**src/rtl/dct_pkg.sv**
```systemverilog
// rtl/dct_pkg.sv - frame size, output FSM state type and cosine coefficient table for dct_1d_stream
// Contents: N (samples per frame), dct_state_t, dct_coef()/dct_table() building
// C[k][n] = round(2^cf * s_k * cos((2n+1)k*pi/16)) as 32-bit two's-complement entries.
package dct_pkg;

    localparam int N = 8;

    typedef enum logic {
        ST_IDLE = 1'b0,
        ST_RUN  = 1'b1
    } dct_state_t;

    // 0.5*cos(m*pi/16) in Q30; m = 4 also serves as 1/(2*sqrt(2)) for k = 0.
    function automatic longint half_cos_q30(input int m);
        longint r;
        case (m)
            0:       r = 64'sd536870912;
            1:       r = 64'sd526555088;
            2:       r = 64'sd496004047;
            3:       r = 64'sd446391850;
            4:       r = 64'sd379625062;
            5:       r = 64'sd298269498;
            6:       r = 64'sd205451602;
            7:       r = 64'sd104738319;
            default: r = 64'sd0;
        endcase
        return r;
    endfunction

    // Angle folded into [0, pi] in units of pi/16; past pi/2 the cosine is negated.
    // Magnitude is rounded half-up before the sign is applied (round away from zero).
    function automatic int dct_coef(input int k, input int n, input int cf);
        int     a;
        longint mag;
        longint q;
        a = ((2 * n + 1) * k) % 32;
        if (a > 16) a = 32 - a;
        if (k == 0)     mag = half_cos_q30(4);
        else if (a > 8) mag = half_cos_q30(16 - a);
        else            mag = half_cos_q30(a);
        q = ((mag <<< cf) + (64'sd1 <<< 29)) >>> 30;
        return (k != 0 && a > 8) ? -int'(q) : int'(q);
    endfunction

    // Flattened table, entry index = k*8 + n.
    function automatic logic [63:0][31:0] dct_table(input int cf);
        logic [63:0][31:0] t;
        for (int k = 0; k < N; k++) begin
            for (int n = 0; n < N; n++) begin
                t[k * N + n] = 32'(dct_coef(k, n, cf));
            end
        end
        return t;
    endfunction

endpackage

```
**src/rtl/dct_1d_stream_dot8.sv**
```systemverilog
// rtl/dct_1d_stream_dot8.sv - module dct_dot8: combinational 8-term signed dot product with rounding shift
// Ports: x[N] signed samples, c[N] signed coefficients (CF+2 bits),
//        y = (sum x[n]*c[n] + 2^(CF-1)) >>> CF at full accumulator width.
module dct_dot8
    import dct_pkg::*;
#(
    parameter int BWi   = 8,
    parameter int CF    = 12,
    parameter int ACC_W = BWi + CF + 5
) (
    input  logic signed [BWi-1:0]   x [N],
    input  logic signed [CF+1:0]    c [N],
    output logic signed [ACC_W-1:0] y
);

    logic signed [ACC_W-1:0] acc;

    // Rounding constant seeds the accumulator so the final shift rounds half-up.
    always_comb begin
        acc = '0;
        acc[CF-1] = 1'b1;
        for (int n = 0; n < N; n++) begin
            acc = acc + ACC_W'(x[n]) * ACC_W'(c[n]);
        end
    end

    assign y = acc >>> CF;

endmodule

```
**src/rtl/dct_1d_stream.sv**
```systemverilog
// rtl/dct_1d_stream.sv - streaming 8-point 1-D DCT-II, double-buffered frames, registered coefficient output
// Ports: clk, rst (async, active high); in_data/in_valid/in_ready sample stream;
//        out_data/out_valid/out_ready/out_last coefficient stream (out_last with k = 7).
// Macro DCT_1D_STREAM_SAT_EN: saturate y[k] to BWo bits; otherwise wrap to the low BWo bits.
module dct_1d_stream
    import dct_pkg::*;
#(
    parameter int BWi = 8,
    parameter int BWo = 10,
    parameter int CF  = 12
) (
    input  logic                  clk,
    input  logic                  rst,
    input  logic signed [BWi-1:0] in_data,
    input  logic                  in_valid,
    output logic                  in_ready,
    output logic signed [BWo-1:0] out_data,
    output logic                  out_valid,
    input  logic                  out_ready,
    output logic                  out_last
);

    localparam int ACC_W = BWi + CF + 5;
    localparam logic [63:0][31:0] COEF_TAB = dct_table(CF);
    localparam logic signed [ACC_W-1:0] Y_MAX = ACC_W'((64'sd1 <<< (BWo - 1)) - 64'sd1);
    localparam logic signed [ACC_W-1:0] Y_MIN = ACC_W'(-(64'sd1 <<< (BWo - 1)));

    logic signed [BWi-1:0]   fbuf  [N];
    logic signed [BWi-1:0]   cbuf  [N];
    logic signed [BWi-1:0]   inc   [N];
    logic signed [BWi-1:0]   dot_x [N];
    logic signed [CF+1:0]    coef  [N];
    logic signed [ACC_W-1:0] y;
    logic signed [BWo-1:0]   y_out;
    logic [3:0]              fcnt;
    logic [2:0]              k;
    logic [2:0]              row;
    dct_state_t              state;
    logic                    fill_full;
    logic                    cbuf_release;
    logic                    in_fire;
    logic                    frame_ready;
    logic                    load;

    // The compute buffer frees on the k=7 handshake, so a full fill buffer can
    // hand over and accept a new x[0] on that same edge.
    assign fill_full    = (fcnt == 4'd8);
    assign cbuf_release = out_valid && out_ready && (k == 3'd7);
    assign in_ready     = !fill_full || cbuf_release;
    assign in_fire      = in_valid && in_ready;
    assign frame_ready  = fill_full || (in_fire && fcnt == 4'd7);
    assign load         = frame_ready && (state == ST_IDLE || cbuf_release);
    assign out_last     = out_valid && (k == 3'd7);

    // Next coefficient index to compute: 0 when priming, else k+1 (wraps to 0 at k=7).
    assign row = k + {2'b00, out_valid};

    // Frame as it would look after this edge, including a sample arriving now.
    always_comb begin
        for (int i = 0; i < N; i++) begin
            inc[i] = (in_fire && fcnt == 4'(i)) ? in_data : fbuf[i];
        end
    end

    // On a back-to-back handover the new frame's k=0 is computed straight from
    // the incoming frame so no bubble appears on the output.
    always_comb begin
        for (int i = 0; i < N; i++) begin
            dot_x[i] = cbuf_release ? inc[i] : cbuf[i];
            coef[i]  = COEF_TAB[{row, 3'(i)}][CF+1:0];
        end
    end

    dct_dot8 #(
        .BWi   (BWi),
        .CF    (CF),
        .ACC_W (ACC_W)
    ) u_dot8 (
        .x (dot_x),
        .c (coef),
        .y (y)
    );

`ifdef DCT_1D_STREAM_SAT_EN
    always_comb begin
        if (y > Y_MAX)      y_out = Y_MAX[BWo-1:0];
        else if (y < Y_MIN) y_out = Y_MIN[BWo-1:0];
        else                y_out = y[BWo-1:0];
    end
`else
    logic unused_y_hi;
    assign unused_y_hi = ^{y[ACC_W-1:BWo], Y_MAX, Y_MIN};
    always_comb begin
        y_out = y[BWo-1:0];
    end
`endif

    // Fill side: collects x[0..7] in arrival order.
    always_ff @(posedge clk or posedge rst) begin
        if (rst) begin
            fcnt <= '0;
            for (int i = 0; i < N; i++) fbuf[i] <= '0;
        end else if (load) begin
            if (fill_full && in_fire) begin
                fbuf[0] <= in_data;
                fcnt    <= 4'd1;
            end else begin
                fcnt <= 4'd0;
            end
        end else if (in_fire) begin
            fbuf[fcnt[2:0]] <= in_data;
            fcnt            <= fcnt + 4'd1;
        end
    end

    // Output FSM: RUN with out_valid low is the one-cycle prime after a load from IDLE.
    always_ff @(posedge clk or posedge rst) begin
        if (rst) begin
            state     <= ST_IDLE;
            k         <= '0;
            out_data  <= '0;
            out_valid <= 1'b0;
            for (int i = 0; i < N; i++) cbuf[i] <= '0;
        end else begin
            case (state)
                ST_IDLE: begin
                    if (load) begin
                        cbuf  <= inc;
                        state <= ST_RUN;
                        k     <= '0;
                    end
                end
                ST_RUN: begin
                    if (!out_valid) begin
                        out_data  <= y_out;
                        out_valid <= 1'b1;
                        k         <= '0;
                    end else if (out_ready) begin
                        if (k != 3'd7) begin
                            out_data <= y_out;
                            k        <= k + 3'd1;
                        end else if (load) begin
                            cbuf     <= inc;
                            out_data <= y_out;
                            k        <= '0;
                        end else begin
                            out_valid <= 1'b0;
                            state     <= ST_IDLE;
                            k         <= '0;
                        end
                    end
                end
                default: state <= ST_IDLE;
            endcase
        end
    end

endmodule

```
**config.mk**
```make
export PLATFORM = sky130hd
export DESIGN_NAME = dct_1d_stream
export DESIGN_NICKNAME = d
export VERILOG_FILES = /design/src/rtl/dct_pkg.sv /design/src/rtl/dct_1d_stream_dot8.sv /design/src/rtl/dct_1d_stream.sv
export SDC_FILE = /design/constraint.sdc
export NUM_CORES = 2
export LEC_CHECK = 0
export ABC_AREA = 1
export CORE_UTILIZATION = 65
export CTS_CLUSTER_SIZE = 10
export DETAILED_ROUTE_END_ITERATION = 10
export GPL_TIMING_DRIVEN = 0
export PLACE_DENSITY = 0.93
export SLEW_MARGIN = 20
export SYNTH_ARGS = -nofsm -noshare
export SYNTH_HDL_FRONTEND = slang
export SYNTH_HIERARCHICAL = 1
export SYNTH_SLANG_ARGS = --single-unit
```
**constraint.sdc**
```tcl
create_clock -name clk -period 26.2 [get_ports clk]
set_clock_uncertainty 0.15 [all_clocks]
set_input_delay 5.24 -clock clk [delete_from_list [all_inputs] [get_ports clk]]
set_output_delay 5.24 -clock clk [all_outputs]
set_load 0.02 [all_outputs]
```
# Word level (Yosys, flattened, before mapping)

Memory sizes are Yosys's and may differ from the RTL's.
Index checks and enable logic that the tools add are counted.

Bits in registers: 147
Latch bits: 0
ROM bits: 2048
Bits of input ports: 12
Bits in writable memories: 0
Memories: 8

Memories:

| memory          | depth | width | rd ports | clocked after Yosys merged registers in | wr ports | RTL line            | text |
|---|---|---|---|---|---|---|---|
| (no name shown) | 8     | 32    | 1        | 0                                       | 0        | dct_1d_stream.sv:70 | `coef[i] = COEF_TAB[{row, 3'(i)}][CF+1:0];` |
| (no name shown) | 8     | 32    | 1        | 0                                       | 0        | dct_1d_stream.sv:70 |  |
| (no name shown) | 8     | 32    | 1        | 0                                       | 0        | dct_1d_stream.sv:70 |  |
| (no name shown) | 8     | 32    | 1        | 0                                       | 0        | dct_1d_stream.sv:70 |  |
| (no name shown) | 8     | 32    | 1        | 0                                       | 0        | dct_1d_stream.sv:70 |  |
| (no name shown) | 8     | 32    | 1        | 0                                       | 0        | dct_1d_stream.sv:70 |  |
| 2 more memories | n/a   | n/a   | n/a      | n/a                                     | n/a      | n/a                 |  |

Shift operators: 0
$lt $le $gt $ge: 10
$add $sub $neg: 11
Equal/unequal tests: 18
Bitwise operators: 3
Reductions and logical operators: 26
Multipliers: 8
Div/mod/pow operators: 0
Mux-type cells: 52

Operators with widths:

| cell                                                                          | number |
|---|---|
| 64-bit two-way mux                                                            | 5 |
| 8-bit by 14-bit multiplier with 22-bit output                                 | 8 |
| 22-bit adder                                                                  | 7 |
| 8-bit two-way mux                                                             | 19 |
| 64-bit one-hot mux with 2 select lines                                        | 1 |
| 14-bit two-way mux                                                            | 8 |
| 64-bit bitwise mux                                                            | 1 |
| 6-bit by 7-bit less-than comparator with 1-bit output (second input constant) | 8 |
| 10-bit two-way mux                                                            | 4 |
| 8-bit demux with 3-bit select                                                 | 1 |
| 13-bit by 22-bit adder with 22-bit output (first input constant)              | 1 |
| 4-bit by 3-bit equality test with 1-bit output (second input constant)        | 4 |
| 1-bit logical AND                                                             | 15 |
| 3-bit two-way mux                                                             | 4 |
| 4-bit by 2-bit equality test with 1-bit output (second input constant)        | 2 |
| 4-bit two-way mux                                                             | 2 |
| 2-bit inequality test (second input constant)                                 | 4 |
| 3-bit inequality test (second input constant)                                 | 2 |
| 3-bit one-hot mux with 2 select lines                                         | 1 |
| 2-bit AND reduction                                                           | 3 |
| 3-bit AND reduction                                                           | 2 |
| 1-bit two-way mux                                                             | 5 |
| 4-bit by 1-bit adder with 4-bit output (second input constant)                | 1 |
| 4-bit by 1-bit equality test with 1-bit output (second input constant)        | 1 |
| 15 further kinds                                                              | 19 |

# Logic depth before layout (Yosys ltp)

Depth in word-level cells: 20
Depth in mapped cells: 49
Mapped depth without buffers: 46

# Modules after synthesis

Netlist, hierarchy kept.

By module, submodules not included:

| module        | area an instance (µm²) | sequential area each (µm²) | times used | cells an instance |
|---|---|---|---|---|
| dct_dot8      | 35108.7                | 0.0                        | 1          | 4157 |
| dct_1d_stream | 7917.6                 | 3678.5                     | 1          | 1056 |

# Least setup slack after synthesis

No wires, ideal clock.

Path kind: input to register
From: input out_ready
To: register out_data[6]
Data required time: 25.932 ns
Cell stages on the path: 38
Arrival: 13.154 ns
Path slack: 12.778 ns
Setup time: 0.118 ns
Cell sequence: nand3_2 > nand2_4 > nand2_4 > inv_2 > nand2_1 > buf_2 > o21ai_0 > nand2_1 > o21ai_0 > clkbuf_1 > nand2_1 > inv_1 > fa_1 > inv_1 > fa_1 > inv_1 > fa_1 > fa_1 > (+2 left out) > fa_1 > inv_1 > fa_1 > inv_1 > fa_1 > fa_1 > fa_1 > inv_1 > ha_1 > a21oi_1 > o21ai_1 > a21oi_1 > nand2_2 > nand3_1 > nand2_1 > xor2_1 > nand3_1 > nand2_1

RTL lines:

| what                 | RTL line             | text |
|---|---|---|
| start, declared      | dct_1d_stream.sv:19  | `input logic out_ready,` |
| end signal, assigned | dct_1d_stream.sv:135 | `out_data <= y_out;` |
| end signal, assigned | dct_1d_stream.sv:140 | `out_data <= y_out;` |
| end signal, assigned | dct_1d_stream.sv:144 | `out_data <= y_out;` |
| end, declared        | dct_1d_stream.sv:17  | `output logic signed [BWo-1:0] out_data,` |

==> parameters.txt <==
Parameter                              Value

Run status
  Result of the run ... finished clean

Clock network
  Post-CTS sizing ... 0
  Max clock buf depth ... 2
  CTS Buf Count ... 17
  CTS Root Buffer Type ... clkbuf_16
  Clock tree from TritonCTS ... built
  H-tree level count ... 4
  Insertion delay to the later sink of the worst-skew pair ... 0.44 ns
  Hold buffer count at CTS ... 0
  Post-CTS Repair Setup Buffers ... 0
  Clock edge transition at the registers on the reported setup and hold paths ... 0.06 ns
  Number of sinks driven by the clock tree ... 147

STA
  Final setup violation count ... 0
  Fin. Hold Viols ... 0
  Worst relative slew slack ... 0.1413
  Worst slew pin tran ... 1.275 ns
  Final critical-path required period ... 15.76 ns
  Hold WS ... 0.3237 ns
  Total count of max-transition violations in the final report ... 0
  Setup_tns ... 0 ns
  Max frequency ... 63.47 MHz
  Unrepaired setup endpoints after global routing ... false
  Final worst path period share ... 0.6014

Global route
  Number of global-route vias before repair ... 35.56k
  Global-route wire length before repair ... 189.6 mm
  Pin count of the biggest net entering global routing ... 98
  All-Layer GR Usage ... 0.3936
  Number of antenna violations at the first check in global routing ... 1
  Grt total ovfl ... 0

Route
  1st-pass router iterations ... 6
  Post-detailed-route count of antenna-violating nets ... 0
  Wire length reported by the detailed router ... 118.7 mm
  Routed wire per std cell ... 20.27 um
  DRC Markers ... 0
  Ratio of routed vias to standard cells ... 5.595
  Total number of vias ... 32.76k
  Violation count after the first detailed-route iteration ... 3969

Logic synthesis
  Average cell area after synthesis ... 8.294 um^2
  Gate count after technology mapping ... 4958
  Count of synthesis-stage warnings from yosys ... 6
  Summed instance area of the synthesized netlist ... 0.04112 mm^2

Setup path
  Required @ worst endpoint ... 26.43 ns
  Startpoint kind of the worst setup timing path ... primary input
  Maximum fanout along the worst path ... 10
  Slowest cell on the critical path ... fa_1
  Most frequent cell on the critical path ... fa_1
  Kind of end point of the critical path ... register
  Setup Crit Path Kind ... in2reg
  Arrival time at the worst endpoint ... 15.98 ns
  Peak per-stage delay on the critical path ... 0.76 ns

Floorplan
  Width of the die ... 253.5 um
  Die area ... 0.06427 mm^2
  Starting density of the core ... 0.6626
  Row count ... 91
  Vertical extent of the die ... 253.5 um
  Top Ports ... 25
  Standard cell core area ... 0.06205 mm^2

Final layout
  Layout Area Growth over Synthesis ... 4.567%
  Layout cells sized above 1 ... 0.02930
  Antenna diode count ... 0
  Final net count ... 6251

Placement
  Global placement routability congestion ... 1.040
  Number of port buffers ... 24
  HPWL after DPL ... 103.0 mm

Worst hold path
  Type of the worst min-delay path ... reg2reg

Run
  Reported max-cap violation count ... 0
==> worst paths after layout <==
path | start | to | slack (ns) | cells past startpoint
min in group asynchronous | rst | fcnt[0] | 5.04 | 2
max in group asynchronous | rst | fbuf[22] | 20.06 | 3
max | out_ready | out_data[9] | 10.44 | 32
max reg2reg | k[0] | out_data[9] | 15.05 | 33
min | out_data[8] | out_data[8] | 0.32 | 2
min reg2reg | out_data[8] | out_data[8] | 0.32 | 2
==> cell usage in the layout, fill, tap and decap left out, drive strengths merged <==
cell type,count
xor2,8
fa,1018
a31oi,2
a21o,4
o21ai,274
o21bai,2
buf,38
nand3b,3
clkinvlp,2
nor2,96
a21oi,22
nand4,4
inv,1630
nor3,3
or2,49
xnor2,2
conb,3
ha,216
nand3,54
clkinv,5
clkdlybuf4s50,24
bufinv,1
dfrtp,147
nand2,1189
clkbuf,219
nor4,2
==> stage by stage <==
step	util	area, um^2	cells	setup slack [ns]
detailed placement	0.6842	42460	5823	10.48
CTS	0.6929	43000	5854	10.85
global placement	0.6835	42410	5821	10.69
finish	0.6929	43000	5854	10.44
floorplan	-	41130	4960	12.78
global route	0.6929	43000	5854	10.18
==> registers in the layout, summed over array words and instances (netlist names) <==
name,count
out_data,10
fbuf,64
cbuf,64
fcnt,4
out_valid,1
state,1
k,3
==> layout make-up <==
cell class / count / area, um^2
Buffer: 235 / 1033
Clock inverter: 11 / 103.9
Inverter: 1627 / 6117
Fill cell: 4387 / 19060
Clock buffer: 20 / 436.7
Timing Repair Buffer: 26 / 275.3
Tap cell: 837 / 1047
Sequential cell: 147 / 3679
Multi-Input combinational cell: 2951 / 30310
==> critical path: cells and delay by family <==
family | cells | cell delay, ns
xor gates and xnor gates | 1 | 0.19
adders and majority gates | 11 | 5.89
and+or+nand+nor | 9 | 1.40
buffers and inverters | 10 | 2.73
AOI/OAI and AO/OA | 1 | 0.52
==> per-layer routing <==
metal / wire (um) / share of wire / track usage
met5: 0 / 0 / 0
met4: 9351 / 0.079 / 0.2532
met3: 14650 / 0.12 / 0.1093
met2: 53920 / 0.45 / 0.6199
met1: 40760 / 0.34 / 0.4798
Power is not shown: default switching activity piles up to over one toggle a cycle in this logic, so the estimate is an artifact.
